### config.mk
export PLATFORM = sky130hd
export DESIGN_NAME = user_id_entry
export DESIGN_NICKNAME = d
export VERILOG_FILES = /design/src/rtl/user_id_entry.sv
export SDC_FILE = /design/constraint.sdc
export NUM_CORES = 1
export LEC_CHECK = 0
export ABC_AREA = 1
export BUFFER_PORTS_ARGS = -buffer_cell sky130_fd_sc_hd__buf_2
export CORE_MARGIN = 3
export CORE_UTILIZATION = 38
export CTS_BUF_LIST = sky130_fd_sc_hd__clkbuf_4
export DETAILED_ROUTE_END_ITERATION = 7
export SLEW_MARGIN = 30
export SYNTH_ARGS = -nofsm -noshare
export SYNTH_HDL_FRONTEND = slang
export SYNTH_SLANG_ARGS = --single-unit
### constraint.sdc
create_clock -name clock -period 2.2 [get_ports clock]
set_input_delay 0.44 -clock clock [delete_from_list [all_inputs] [get_ports clock]]
set_output_delay 0.44 -clock clock [all_outputs]
set_load 0.005 [all_outputs]
### src/rtl/user_id_entry.sv
// -----------------------------------------------------------------------------
// user_id_entry
//
// Keypad front-end for the ROM user ID controller. It collects four hex
// digits into a 16-bit ID and presents it on `entered`. On submit it raises
// `valid_bit` to start the controller's ROM search. It then watches
// `green_led_user` for a match. A timeout counts as a rejection. After a
// logout, an abort or a rejection, it pulses `log_out` to send the
// controller back to INIT.
//
// Parameters
//   TIMEOUT        cycles spent in WAIT_RESULT before declaring rejection
//                  (must exceed the controller's worst-case search time)
//   LOGOUT_CYCLES  cycles that log_out is held high (>= 1)
//
// Ports
//   clock           in   system clock, rising edge
//   rst             in   synchronous active-high reset
//   key_valid       in   strobe, key_code holds a digit
//   key_code[3:0]   in   hex digit
//   key_enter       in   strobe, submit the ID
//   key_clear       in   strobe, discard digits entered so far
//   key_logout      in   strobe, end session / abort search
//   green_led_user  in   match indication from the controller
//   entered[15:0]   out  assembled ID, first digit in [15:12]
//   valid_bit       out  search request to the controller
//   log_out         out  return-to-INIT request to the controller
//   digit_count     out  digits captured, 0..4
//   session_active  out  user logged in
//   reject          out  one-cycle pulse on lookup failure
// -----------------------------------------------------------------------------
module user_id_entry #(
    parameter int TIMEOUT       = 48,
    parameter int LOGOUT_CYCLES = 2
) (
    input  logic        clock,
    input  logic        rst,
    input  logic        key_valid,
    input  logic [3:0]  key_code,
    input  logic        key_enter,
    input  logic        key_clear,
    input  logic        key_logout,
    input  logic        green_led_user,
    output logic [15:0] entered,
    output logic        valid_bit,
    output logic        log_out,
    output logic [2:0]  digit_count,
    output logic        session_active,
    output logic        reject
);

    localparam int TW = $clog2(TIMEOUT + 1);
    localparam int LW = $clog2(LOGOUT_CYCLES + 1);

    localparam logic [TW-1:0] TIMER_LAST  = TW'(TIMEOUT - 1);
    localparam logic [LW-1:0] LOGOUT_LAST = LW'(LOGOUT_CYCLES - 1);

    typedef enum logic [2:0] {
        S_COLLECT = 3'd0,
        S_READY   = 3'd1,
        S_WAIT    = 3'd2,
        S_SESSION = 3'd3,
        S_LOGOUT  = 3'd4
    } state_t;

    state_t        state_q,   state_d;
    logic [15:0]   entered_q, entered_d;
    logic          valid_q,   valid_d;
    logic          logout_q,  logout_d;
    logic [2:0]    count_q,   count_d;
    logic          session_q, session_d;
    logic          reject_q,  reject_d;
    logic [TW-1:0] timer_q,   timer_d;
    logic [LW-1:0] lcnt_q,    lcnt_d;

    always_comb begin
        state_d   = state_q;
        entered_d = entered_q;
        valid_d   = valid_q;
        logout_d  = logout_q;
        count_d   = count_q;
        session_d = session_q;
        reject_d  = 1'b0;              // reject is a single-cycle pulse
        timer_d   = '0;                // timer runs only in WAIT_RESULT
        lcnt_d    = lcnt_q;

        case (state_q)
            S_COLLECT: begin
                // key_enter cannot act here because fewer than 4 digits are
                // captured. key_valid is therefore the only other event that
                // can take effect. key_logout has no meaning before a search.
                if (key_clear) begin
                    entered_d = '0;
                    count_d   = '0;
                end else if (key_valid) begin
                    entered_d = {entered_q[11:0], key_code};
                    count_d   = count_q + 3'd1;
                    if (count_q == 3'd3)
                        state_d = S_READY;
                end
            end

            S_READY: begin
                if (key_clear) begin
                    entered_d = '0;
                    count_d   = '0;
                    state_d   = S_COLLECT;
                end else if (key_enter) begin
                    valid_d = 1'b1;
                    state_d = S_WAIT;
                end
            end

            S_WAIT: begin
                // entered and valid_bit stay put while the controller searches.
                timer_d = timer_q + TW'(1);
                if (key_logout) begin
                    valid_d  = 1'b0;
                    logout_d = 1'b1;
                    lcnt_d   = '0;
                    state_d  = S_LOGOUT;
                end else if (green_led_user) begin
                    valid_d   = 1'b0;
                    session_d = 1'b1;
                    state_d   = S_SESSION;
                end else if (timer_q == TIMER_LAST) begin
                    // A rejection also logs out, which frees the controller
                    // from its fail state.
                    valid_d  = 1'b0;
                    reject_d = 1'b1;
                    logout_d = 1'b1;
                    lcnt_d   = '0;
                    state_d  = S_LOGOUT;
                end
            end

            S_SESSION: begin
                if (key_logout) begin
                    session_d = 1'b0;
                    logout_d  = 1'b1;
                    lcnt_d    = '0;
                    state_d   = S_LOGOUT;
                end
            end

            S_LOGOUT: begin
                // log_out went high on the entry edge. Each cycle spent here
                // extends it by one, until LOGOUT_CYCLES cycles are complete.
                if (lcnt_q == LOGOUT_LAST) begin
                    logout_d  = 1'b0;
                    entered_d = '0;
                    count_d   = '0;
                    lcnt_d    = '0;
                    state_d   = S_COLLECT;
                end else begin
                    lcnt_d = lcnt_q + LW'(1);
                end
            end

            default: begin
                state_d   = S_COLLECT;
                entered_d = '0;
                valid_d   = 1'b0;
                logout_d  = 1'b0;
                count_d   = '0;
                session_d = 1'b0;
                lcnt_d    = '0;
            end
        endcase
    end

    always_ff @(posedge clock) begin
        if (rst) begin
            state_q   <= S_COLLECT;
            entered_q <= '0;
            valid_q   <= 1'b0;
            logout_q  <= 1'b0;
            count_q   <= '0;
            session_q <= 1'b0;
            reject_q  <= 1'b0;
            timer_q   <= '0;
            lcnt_q    <= '0;
        end else begin
            state_q   <= state_d;
            entered_q <= entered_d;
            valid_q   <= valid_d;
            logout_q  <= logout_d;
            count_q   <= count_d;
            session_q <= session_d;
            reject_q  <= reject_d;
            timer_q   <= timer_d;
            lcnt_q    <= lcnt_d;
        end
    end

    assign entered        = entered_q;
    assign valid_bit      = valid_q;
    assign log_out        = logout_q;
    assign digit_count    = count_q;
    assign session_active = session_q;
    assign reject         = reject_q;

endmodule
-- Word level (Yosys, flattened, before mapping)
Index checks and enable logic that the tools add are counted.
- add/sub/neg operators: 3
- equal/unequal tests: 22
- multiplexer cells: 43
- bitwise logic cells: 5
- reductions and logical operators: 13
- operator list (operator ; count):
    2-to-1 mux 16 bit ; 4
    one-hot mux 16 bit (4 select lines) ; 1
    2-to-1 mux 3 bit ; 13
    inequality test 2 bit, second input constant ; 10
    AND reduction 4 bit ; 4
    one-hot mux 3 bit (5 select lines) ; 1
    2-to-1 mux 1 bit ; 14
    inequality test 3 bit, second input constant ; 4
    one-hot mux 3 bit (4 select lines) ; 1
    2-to-1 mux 2 bit ; 5
    equality test 3 x 2 -> 1 bit, second input constant ; 3
    one-hot mux 2 bit (4 select lines) ; 1
    AND reduction 7 bit ; 1
    adder 6 x 1 -> 6 bit, second input constant ; 1
    equality test 6 bit, second input constant ; 1
    one-hot mux 1 bit (3 select lines) ; 2
    OR reduction 2 bit ; 3
    OR reduction 3 bit ; 2
    NOT 1 bit ; 5
    AND reduction 5 bit ; 1
    inequality test 4 bit, second input constant ; 1
    one-hot mux 1 bit (4 select lines) ; 1
    OR reduction 4 bit ; 1
    adder 3 x 1 -> 3 bit, second input constant ; 1
    5 further kinds ; 5
- register bits: 34
- bits of input ports: 11
- output and inout port bits: 23
- logic and storage cells: 95

-- Logic depth before layout (Yosys ltp)
Gate-level depths: netlist of run 1.
- depth after elaboration: 5
- mapped depth: 9
- gate-level depth less buffers: 9

-- Least setup slack after synthesis of run 1
No wires, ideal clock.
- kind: in2reg
- start point: input key_clear
- end point: register count_q[0], in the netlist digit_count[0]
- library setup time: 0.113 ns
- data arrival time: 1.434 ns
- data required time: 2.087 ns
- path slack: 0.653 ns
- cell stages on the path: 7
- buffers on the path: 2
- path through: clkbuf_1 > nor2_2 > nor2_2 > buf_4 > nand3_1 > nand2_1 > nor2_1
- word-level cells in the longest chain between the ends: 2
- elaborated cells on any way between the ends: 5
- classes of those cells: eq/ne: 2; mux: 2; reduce/logical: 1
- RTL lines (what ; line ; text):
    start: declaration ; 41 ; input logic key_clear,
    inequality test 3 bit (no source line) (tied with other cells) ; - ;
    AND reduction 4 bit (no source line) or one-hot mux 3 bit (4 select lines) (tied branches) ; - ;
    end signal: assignment ; 188 ; count_q <= count_d;
    end: declaration ; 70 ; logic [2:0] count_q, count_d;
Several ways; a longest one is shown, not always the timed one.
A chain may end at the register's enable or synchronous reset.

-- Worst setup path after layout of run 1
- start point: register state_q[0]
- end point: register entered_q[5], in the netlist entered[5]
- word-level cells in the longest chain between the ends: 4
- elaborated cells on any way between the ends: 12
- classes of those cells: eq/ne: 7; mux: 1; bitwise: 1; reduce/logical: 3
- RTL lines (what ; line ; text):
    start: declaration ; 66 ; state_t state_q, state_d;
    start signal: assignment ; 184 ; state_q <= state_d;
    equality test 3 x 2 -> 1 bit ; 87 ; case (state_q)
    OR reduction 2 bit (no source line) ; - ;
    NOT 1 bit (no source line) ; - ;
    AND reduction 4 bit (no source line) ; - ;
    end signal: assignment ; 185 ; entered_q <= entered_d;
    end: declaration ; 67 ; logic [15:0] entered_q, entered_d;
Several ways; a longest one is shown, not always the timed one.

==> metrics.yaml, run 1 <==
status:
  outcome: "finished clean"
placement:
  post-place-cells: 327
  io_buffers: 33
  place_congestion: 0.880
  placedInstanceArea_um2: 1870
  dpl.hpwl_um: 2700
sta:
  worst_rel_slew_slack: 0.724
  totalNegativeSetupSlack_ps: 0
  f_max_mhz: 618
  final-hold-violation-count: 0
  final.period_utilization: 0.735
  slew_viol_final: 0
  worst_slew_pin_slew_ps: 413
  skew_ps: 8.83
  post-route-min-period_ps: 1620
  final_count_of_negative_setup_slack_endpoints: 0
  grt_setup_unrepaired: "no"
synthesis:
  synth_commonest_cells: "nor2_1, nand2_1, dfxtp_1"
  synthArstFlopShare: 0
  synth_seq_area_share: 0.411
  post-synth-top-area-cell: "dfxtp_1"
  synth_top_area_frac: 0.411
  yosys-top-cells-area: "dfxtp_1, nor2_1, nand2_1, nand3_1, inv_1"
  main_combinational_cell_family_by_area_after_synthesis: "simple AND/OR/NAND/NOR gates"
  synth_simple_gate_area_frac: 0.447
  postSynthRegisterBits: 34
  synth.avg_cell_area_um2: 6.67
  yosysWarningCount: 0
  netlist_instances: 248
  synth-edff-count: 0
  synth_mux_area_frac: 0
  syn-cell-area_um2: 1660
  yosysUniqueCellTypes: 26
  yosys.cell_count.top_type: "nor2_1"
  ys_dominant_reg_cell: "dfxtp_1"
  synth_net_count: 262
  synth_compound_gate_area_share: 0.0454
  share_of_the_synthesized_netlist_area_taken_by_xor_and_xnor_gates: 0
  post_synth_adder_cell_area: 0.0227
critical_path:
  path_cells: "nor2_2, nand2_1, nor3_2, nor2_2, buf_4, nand3_1, nand2_1, nor2_1"
  critPathArrivalTime_ps: 1870
  crit_fanout: 10
  endpoint_kind: "flop"
  critical-path-top-delay-family: "simple AND/OR/NAND/NOR gates"
  critical-path-slowest-cell: "dfxtp_1"
  critPathKind: "reg -> reg"
  r2r_end: "entered[5]$_SDFFE_PP0P_"
  worst_path_max_stage_delay_ps: 510
  rr_worst_depth: 8
  r2r-start: "state_q[0]$_SDFFE_PP0P_"
  crit_buf_inv: 1
  register_to_register_setup_slack_ps: 580
  critical_path_source_type: "flop"
  critical_path_required_ps: 2450
die:
  dieHeight_um: 72
  core-area_um2: 4120
  start_util: 0.402
  dieWidth_um: 72
  fp.dieArea_um2: 5180
  rows: 23
  num_io_pins: 34
grt:
  globalRouteTotalUtil: 0.152
  largest_net_degree_at_the_start_of_global_routing: 20
  grt_antenna_before_repair: 0
  grt_pass1_vias: 1384
  grt-ovfl-total: 0
  wire_length_of_the_first_global_routing_pass_um: 6130
finish:
  postLayoutCellArea_um2: 1920
  area_growth_pct: 15.8
  finalCoreUtilization: 0.466
  number_of_antenna_diodes: 0
  instances_no_fill: 334
  design.final.nets: 298
  drive_gt1_frac: 0.194
clock_network:
  hold_buffers: 0
  cts_root_buffer: "clkbuf_4"
  post_cts.resized_instances: 0
  cts_tree: "built"
  post_cts_buffers: 0
  h-tree-depth: 2
  clk_transition_reported_paths_ps: 100
  cts_made_buffers: 5
  clock_sink_count: 34
  clock_insertion_delay_worst_skew_ps: 340
  ctsLongestPathBuffers: 2
drt:
  drt_wl_total_um: 3630
  antenna_violating_nets_post_route: 0
  vias: 1583
  drt-pass1-iter-count: 4
  avgRoutedWirePerCell_um: 10.9
  detail_route.vias_per_cell: 4.74
  drc: 0
  detailedRoute.firstIterationViolations: 115
power_and_ir_drop:
  power-per-cell-area_nw_per_um2: 1260
  max_ir_drop_vdd_mv: 0.513
  power.static_leakage_uw: 0.000992
worst_hold_path:
  min-delay-path-class: "in -> reg"
  worstHoldEndpoint: "reject$_SDFF_PP0_"
  min-delay-start: "key_logout"
  hold_path_depth: 2
flow_run:
  max_cap_viol_count: 0
logic make-up after synthesis:
| family | count (synthesis) |
|---|---|
| AND/OR/NAND/NOR | 168 |
| flip-flops | 34 |
| buffers and inverters | 29 |
| AO/OA/AOI/OAI | 14 |
| adder cells (fa/ha/maj) | 3 |
layout by cell type, fill, tap and decap left out:
cell / instances
inv_1: 19
buf_4: 4
nor2_1: 64
nor3_1: 1
nand2_1: 59
nor3_2: 1
nor3_4: 1
nand3_1: 24
nand4_1: 6
o21ai_0: 4
nand3b_1: 3
nor2_2: 5
clkinv_2: 2
buf_2: 33
inv_2: 2
nor3b_1: 1
a21oi_1: 8
clkbuf_4: 5
ha_1: 3
dfxtp_1: 34
o21a_1: 1
nor4_1: 1
o211ai_1: 1
nand2_4: 1
nand3_2: 1
layer usage:
layer,track usage,share of wire,routed length (um)
met4,0.0814,0.026,93
met5,0,0,0
met2,0.199,0.41,1470
met3,0.0388,0.043,156
met1,0.223,0.53,1910
layout make-up:
class,instances,area (um2)
fill,443,2200
multi-input combinational,185,852
sequential,34,681
timing repair buffer,37,195
inverter,21,78.8
tap,50,62.6
clock buffer,5,37.5
clock inverter,2,10.0
metrics by stage:
step | power [uW] | hold slack (ps) | worst slack, ps
after CTS | 2450 | 291 | 584
after floorplan | 1800 | 416 | 653
after detailed placement | 2120 | 430 | 586
after global routing | 2690 | 293 | 435
final | 2420 | 301 | 583
after global placement | 2130 | 426 | 606
report_power, final:
| group | switching [uW] | leakage (uW) | total [uW] | internal (uW) |
|---|---|---|---|---|
| clock | 204 | 0.0000308 | 318 | 115 |
| sequential | 135 | 0.000278 | 918 | 783 |
| combinational | 725 | 0.000683 | 1190 | 462 |
| total | 1060 | 0.000992 | 2420 | 1360 |
worst max-delay path by stage:
stage	from	to	depth (start not counted)	slack, ps
final	state_q[0]$_SDFFE_PP0P_	entered[5]$_SDFFE_PP0P_	8	580
after global routing	state_q[0]$_SDFFE_PP0P_	entered[13]$_SDFFE_PP0P_	8	430
after CTS	state_q[2]$_SDFFE_PP0P_	entered[5]$_SDFFE_PP0P_	8	580
after detailed placement	key_clear	entered[5]$_SDFFE_PP0P_	7	590
after global placement	state_q[0]$_SDFFE_PP0P_	entered[11]$_SDFFE_PP0P_	8	610
after floorplan	key_clear	digit_count[0]$_SDFFE_PP0P_	7	650
flip-flops by register name, summed over array words and instances, names as in the netlist:
name / flops
state_q: 3
reject: 1
valid_bit: 1
timer_q: 6
lcnt_q: 2
entered: 16
session_active: 1
log_out: 1
digit_count: 3
Note: power is estimated with default switching activity, not from simulation.
==> run 2, diff against run 1 <==
Clock period 2.2 ns to 1.4 ns, I/O delays scaled along.
==> run 2 against run 1 <==
  * Fmax up 16%
  * Sequential cell count unchanged
  * Via count up 8.0%
  * Cell area up 21%
  * First-iteration DRC count up 24%
  * Clock-buffer cell count up 2
  * Register-to-register slack worse by 570 ps
  * Worst setup slack worse by 570 ps
  * Critical path depth down 1
  * Sequential share of layout area down 5.5 points
==> metrics.yaml, run 2 (synthesis results as in run 1) <==
flow_run:
  max_cap_viol_count: 0  # unchanged
finish:
  area_growth_pct: 40.4  # was 15.8%
  drive_gt1_frac: 0.332  # was 0.194
  most_frequent_standard_cell_in_the_layout_excluding_fill_and_tap_cells: "nor2_1"  # unchanged
  fill_cells: 391  # was 443
  design.final.nets: 323  # was 298
  leading_cell_types_in_the_layout_fill_and_taps_excluded: "nor2_1, nand2_1, buf_2, dfxtp_1, buf_4"  # was nor2_1, nand2_1, dfxtp_1, buf_2, nand3_1
  number_of_antenna_diodes: 0  # unchanged
  largest_reg_flops: 16  # unchanged
  instances_no_fill: 360  # was 334
power_and_ir_drop:
  max_ir_drop_vdd_mv: 0.908  # was 0.513 mV
  clockPowerShare: 0.156  # was 0.131
  combPwrFrac: 0.538  # was 0.490
  cellInternalPower_uw: 2890  # was 1360 uW
  power.switching_fraction: 0.402  # was 0.439
  power_switching_uw: 1940  # was 1060 uW
  power.static_leakage_uw: 0.00116  # was 0.000992 uW
  power_frac_seq: 0.306  # was 0.379
  power-per-cell-area_nw_per_um2: 2070  # was 1260 nW/um2
drt:
  detail_route.vias_per_cell: 4.75  # was 4.74
  antenna_violating_nets_post_route: 0  # unchanged
  avgRoutedWirePerCell_um: 11.9  # was 10.9 um
  drt-pass1-iter-count: 4  # unchanged
  drc: 0  # unchanged
  vias: 1710  # was 1583
  drt_wl_total_um: 4300  # was 3630 um
  detailedRoute.firstIterationViolations: 143  # was 115
clock_network:
  ctsLongestPathBuffers: 2  # unchanged
  h-tree-depth: 2  # unchanged
  cts_tree: "built"  # unchanged
  clock_insertion_delay_worst_skew_ps: 330  # was 340 ps
  clk_transition_reported_paths_ps: 110  # was 100 ps
  cts_root_buffer: "clkbuf_4"  # unchanged
  clock_sink_count: 34  # unchanged
  cts_made_buffers: 5  # unchanged
sta:
  post-route-min-period_ps: 1390  # was 1620 ps
  worst_rel_slew_slack: 0.756  # was 0.724
  totalNegativeSetupSlack_ps: 0  # unchanged
  f_max_mhz: 719  # was 618 MHz
  skew_ps: 8.89  # was 8.83 ps
  final.period_utilization: 0.993  # was 0.735
  final-hold-violation-count: 0  # unchanged
  worst_slew_pin_slew_ps: 365  # was 413 ps
  slew_viol_final: 0  # unchanged
  final_count_of_negative_setup_slack_endpoints: 0  # unchanged
critical_path:
  critPathKind: "reg -> reg"  # unchanged
  crit_fanout: 9  # was 10
  critical_path_source_type: "flop"  # unchanged
  register_to_register_setup_slack_ps: 10  # was 580 ps
  critical_path_required_ps: 1670  # was 2450 ps
  critPathArrivalTime_ps: 1660  # was 1870 ps
  endpoint_kind: "flop"  # unchanged
grt:
  grt-ovfl-total: 0  # unchanged
  globalRouteTotalUtil: 0.154  # was 0.152
  grt_pass1_vias: 1454  # was 1384
  wire_length_of_the_first_global_routing_pass_um: 6360  # was 6130 um
  largest_net_degree_at_the_start_of_global_routing: 20  # unchanged
  grt_antenna_before_repair: 0  # unchanged
die:
  num_io_pins: 34  # unchanged
  dieHeight_um: 72  # unchanged
  start_util: 0.402  # unchanged
  dieWidth_um: 72  # unchanged
  fp.dieArea_um2: 5180  # unchanged
  rows: 23  # unchanged
  core-area_um2: 4120  # unchanged
placement:
  io_buffers: 33  # unchanged
  place_congestion: 0.794  # was 0.880
  dpl.hpwl_um: 2840  # was 2700 um
  post-place-cells: 345  # was 327
worst_hold_path:
  min-delay-path-class: "in -> reg"  # unchanged
status:
  outcome: "finished clean"  # unchanged
run 2: area by class of cell:
cell class | instances | area (um2) | share of cell area
clock inverters | 1 | 30.0 | 0.0129
clock buffers | 7 | 52.6 | 0.0226
multi-input cells | 186 | 960 | 0.413
inverters | 21 | 83.8 | 0.0361
well taps | 50 | 62.6 | 0.0269
flip-flops and latches | 34 | 697 | 0.300
repair buffers | 61 | 439 | 0.189
run 2: power by group through the flow:
stage               registers (uW)  clock network (uW)  logic, uW
floorplan                     1440                   0       1390
global placement              1440                   0       2130
detailed placement            1450                   0       2140
CTS                           1430                 777       2280
global route                  1510                 825       2890
finish                        1470                 754       2590
run 2: worst paths after layout:
check | from | endpoint | depth (start not counted)
worst max-delay path | state_q[0]$_SDFFE_PP0P_ | entered[10]$_SDFFE_PP0P_ | 7
worst min-delay path | key_logout | reject$_SDFF_PP0_ | 2
worst max register to register | state_q[0]$_SDFFE_PP0P_ | entered[10]$_SDFFE_PP0P_ | 7
worst min register to register | lcnt_q[1]$_SDFFE_PP0P_ | lcnt_q[1]$_SDFFE_PP0P_ | 2
run 2: what timing repair did:
item / CTS / global route
hold buffers: 0 / 0
gates cloned: 0 / 3
pin swaps: 1 / 12
gates resized for setup: 6 / 33
endpoints found under the setup margin: 23 / 29
setup buffers: 2 / 3
run 2: per-layer routing:
layer  vias to the layer above  wire [um]  global-route usage
li1                        918          -                   -
met3                         2        129              0.0360
met5                         -          0                   0
met4                         0         21              0.0438
met1                       767       2190               0.212
met2                        23       1950               0.240
run 2: worst max-delay path, stage by stage (launching register included):
cell	delay (ps)
dfxtp_4	380
nor2_4	110
nand2_2	100
nor3_4	290
nor2_2	170
nand3_1	110
nand2_1	70
nor2_1	100
run 2: per-stage QoR:
step	cell area (um2)	power, uW	hold WS [ps]	utilization	worst slack (ps)
final	2320	4820	151	0.565	10.0
after global routing	2320	5230	136	0.565	-26.7
after CTS	2140	4490	134	0.521	3.98
after detailed placement	2020	3590	429	0.490	-178
after global placement	2020	3570	425	0.490	-176
after floorplan	1660	2830	349	-	7.63
==> run 3, diff against run 2 <==
Settings changed: CELL_PAD_IN_SITES_DETAIL_PLACEMENT set to 0, CELL_PAD_IN_SITES_GLOBAL_PLACEMENT set to 2, CORE_UTILIZATION 38 to 27, PLACE_DENSITY_LB_ADDON set to 0.1.
==> run 3 against run 2 <==
  * The flow now finishes with violations (setup timing)
  * Cell area rose by 12%
  * Wire length grew 11%
  * Fmax shrank 1.5%
  * Combinational power grew 19%
  * First-iteration DRC count fell by 68%
  * Clock skew rose by 5.0 ps
  * Largest cell class unchanged
  * Largest power group unchanged
==> metrics.yaml, run 3 (synthesis results as in run 1) <==
sta:
  worst_rel_slew_slack: 0.808  # was 0.756
  post-route-min-period_ps: 1410  # was 1390 ps
  final_count_of_negative_setup_slack_endpoints: 7  # was 0
  timing.hold.ws_ps: 132  # was 151 ps
  final-hold-violation-count: 0  # unchanged
  f_max_mhz: 708  # was 719 MHz
  slew_viol_final: 0  # unchanged
  final_critical_path_setup_slack_ps: -11.8  # was 10.0 ps
  totalNegativeSetupSlack_ps: -48.6  # was 0 ps
  skew_ps: 13.9  # was 8.89 ps
  final.period_utilization: 1.01  # was 0.993
  grt_setup_unrepaired: "yes"
  worst_slew_pin_slew_ps: 288  # was 365 ps
power_and_ir_drop:
  power_switching_uw: 2170  # was 1940 uW
  clockPowerShare: 0.171  # was 0.156
  max_ir_drop_vdd_mv: 0.706  # was 0.908 mV
  combPwrFrac: 0.561  # was 0.538
  power.switching_fraction: 0.394  # was 0.402
  power.static_leakage_uw: 0.00130  # was 0.00116 uW
  power-per-cell-area_nw_per_um2: 2110  # was 2070 nW/um2
  cellInternalPower_uw: 3330  # was 2890 uW
  power_frac_seq: 0.268  # was 0.306
grt:
  grt-ovfl-total: 0  # unchanged
  globalRouteTotalUtil: 0.132  # was 0.154
  grt_antenna_before_repair: 0  # unchanged
  grt_pass1_vias: 1651  # was 1454
  wire_length_of_the_first_global_routing_pass_um: 7730  # was 6360 um
  largest_net_degree_at_the_start_of_global_routing: 20  # unchanged
critical_path:
  path_cells: "nor2_4, nand2_2, buf_6, nor2_4, clkbuf_16, nand2_1, nand3_1, nand2_1, nor2_1"  # was nor2_4, nand2_2, nor3_4, nor2_2, nand3_1, nand2_1, nor2_1
  critPathKind: "reg -> reg"  # unchanged
  worst_path_max_stage_delay_ps: 390  # was 380 ps
  critical-path-top-delay-family: "simple AND/OR/NAND/NOR gates"  # unchanged
  critical_path_required_ps: 1690  # was 1670 ps
  critPathArrivalTime_ps: 1700  # was 1660 ps
  crit_buf_inv: 2  # was 0
  endpoint_kind: "flop"  # unchanged
  crit_fanout: 8  # was 9
  critical-path-slowest-cell: "dfxtp_4"  # unchanged
  critical_path_source_type: "flop"  # unchanged
finish:
  design.final.nets: 331  # was 323
  most_frequent_standard_cell_in_the_layout_excluding_fill_and_tap_cells: "nor2_1"  # unchanged
  postLayoutCellArea_um2: 2600  # was 2320 um2
  area_growth_pct: 57.3  # was 40.4%
  drive_gt1_frac: 0.469  # was 0.332
  largest_reg_flops: 16  # unchanged
  number_of_antenna_diodes: 0  # unchanged
  leading_cell_types_in_the_layout_fill_and_taps_excluded: "nor2_1, nand2_1, buf_2, buf_4, dfxtp_1"  # was nor2_1, nand2_1, buf_2, dfxtp_1, buf_4
  instances_no_fill: 390  # was 360
drt:
  vias: 1724  # was 1710
  avgRoutedWirePerCell_um: 12.2  # was 11.9 um
  detail_route.vias_per_cell: 4.42  # was 4.75
  drt_wl_total_um: 4750  # was 4300 um
  detailedRoute.firstIterationViolations: 46  # was 143
  drc: 0  # unchanged
  antenna_violating_nets_post_route: 0  # unchanged
  drt-pass1-iter-count: 4  # unchanged
clock_network:
  ctsLongestPathBuffers: 2  # unchanged
  clk_transition_reported_paths_ps: 130  # was 110 ps
  clock_insertion_delay_worst_skew_ps: 350  # was 330 ps
  h-tree-depth: 2  # unchanged
  cts_root_buffer: "clkbuf_4"  # unchanged
  clock_sink_count: 34  # unchanged
  cts_tree: "built"  # unchanged
  cts_made_buffers: 5  # unchanged
  hold_buffers: 0  # unchanged
die:
  dieHeight_um: 84.3  # was 72 um
  rows: 27  # was 23
  fp.dieArea_um2: 7110  # was 5180 um2
  start_util: 0.290  # was 0.402
  core-area_um2: 5710  # was 4120 um2
  num_io_pins: 34  # unchanged
  dieWidth_um: 84.3  # was 72 um
status:
  failed_checks: "setup timing"
  outcome: "complete, but fails checks"  # was finished clean
placement:
  post-place-cells: 371  # was 345
  dpl.hpwl_um: 3130  # was 2840 um
  placedInstanceArea_um2: 2090  # was 2020 um2
  io_buffers: 33  # unchanged
  place_congestion: 0.799  # was 0.794
worst_hold_path:
  min-delay-path-class: "in -> reg"  # unchanged
flow_run:
  max_cap_viol_count: 0  # unchanged
==> run 3: cell count changes in the layout (fill, tap and decap cells not counted), sizes merged <==
cell    change
buf         +8
bufinv      +1
clkbuf      -1
clkinv      +1
nor2        -1
==> run 3: final cells by class <==
type                    instances  area, um2
well taps                      72       90.1
inverters                      21       81.3
multi-input cells             185       1090
fillers                       600       3110
flip-flops and latches         34        694
clock inverters                 3       68.8
clock buffers                   5       37.5
repair buffers                 70        541
==> run 3: metal layers <==
layer	up-vias	track usage	wire (um)
li1	926	-	-
met1	770	0.183	2470
met2	23	0.202	2060
met3	5	0.0324	165
met4	0	0.0395	55
met5	-	0	0
==> run 3: stage by stage <==
stage	setup slack, ps	utilization	total power, uW
floorplan	7.63	-	2830
global placement	-336	0.366	3740
detailed placement	-323	0.366	3730
CTS	-6.29	0.398	4880
global route	-92.8	0.456	6000
finish	-11.8	0.456	5500
==> run 3: what timing repair did <==
item	CTS	global route
endpoints found under the hold margin	0	0
setup endpoints to repair	28	30
resized for setup	9	67
gates cloned	0	3
pin swaps	2	27
buffers inserted	5	3
==> run 3: power groups by stage <==
stage	registers [uW]	clock network (uW)	logic [uW]
2_1_floorplan	1440	0	1390
3_3_place_gp	1450	0	2300
3_5_place_dp	1450	0	2280
4_1_cts	1430	980	2460
5_1_grt	1520	1020	3470
6_report	1470	942	3080
==> run 3: final timing paths <==
| kind | depth (start not counted) | slack [ps] | to | from |
|---|---|---|---|---|
| hold / removal | 2 | 130 | reject$_SDFF_PP0_ | key_logout |
| setup / recovery | 9 | -10 | entered[10]$_SDFFE_PP0P_ | state_q[0]$_SDFFE_PP0P_ |
| hold reg to reg | 2 | 470 | log_out$_SDFFE_PP0P_ | log_out$_SDFFE_PP0P_ |
| setup reg to reg | 9 | -10 | entered[10]$_SDFFE_PP0P_ | state_q[0]$_SDFFE_PP0P_ |
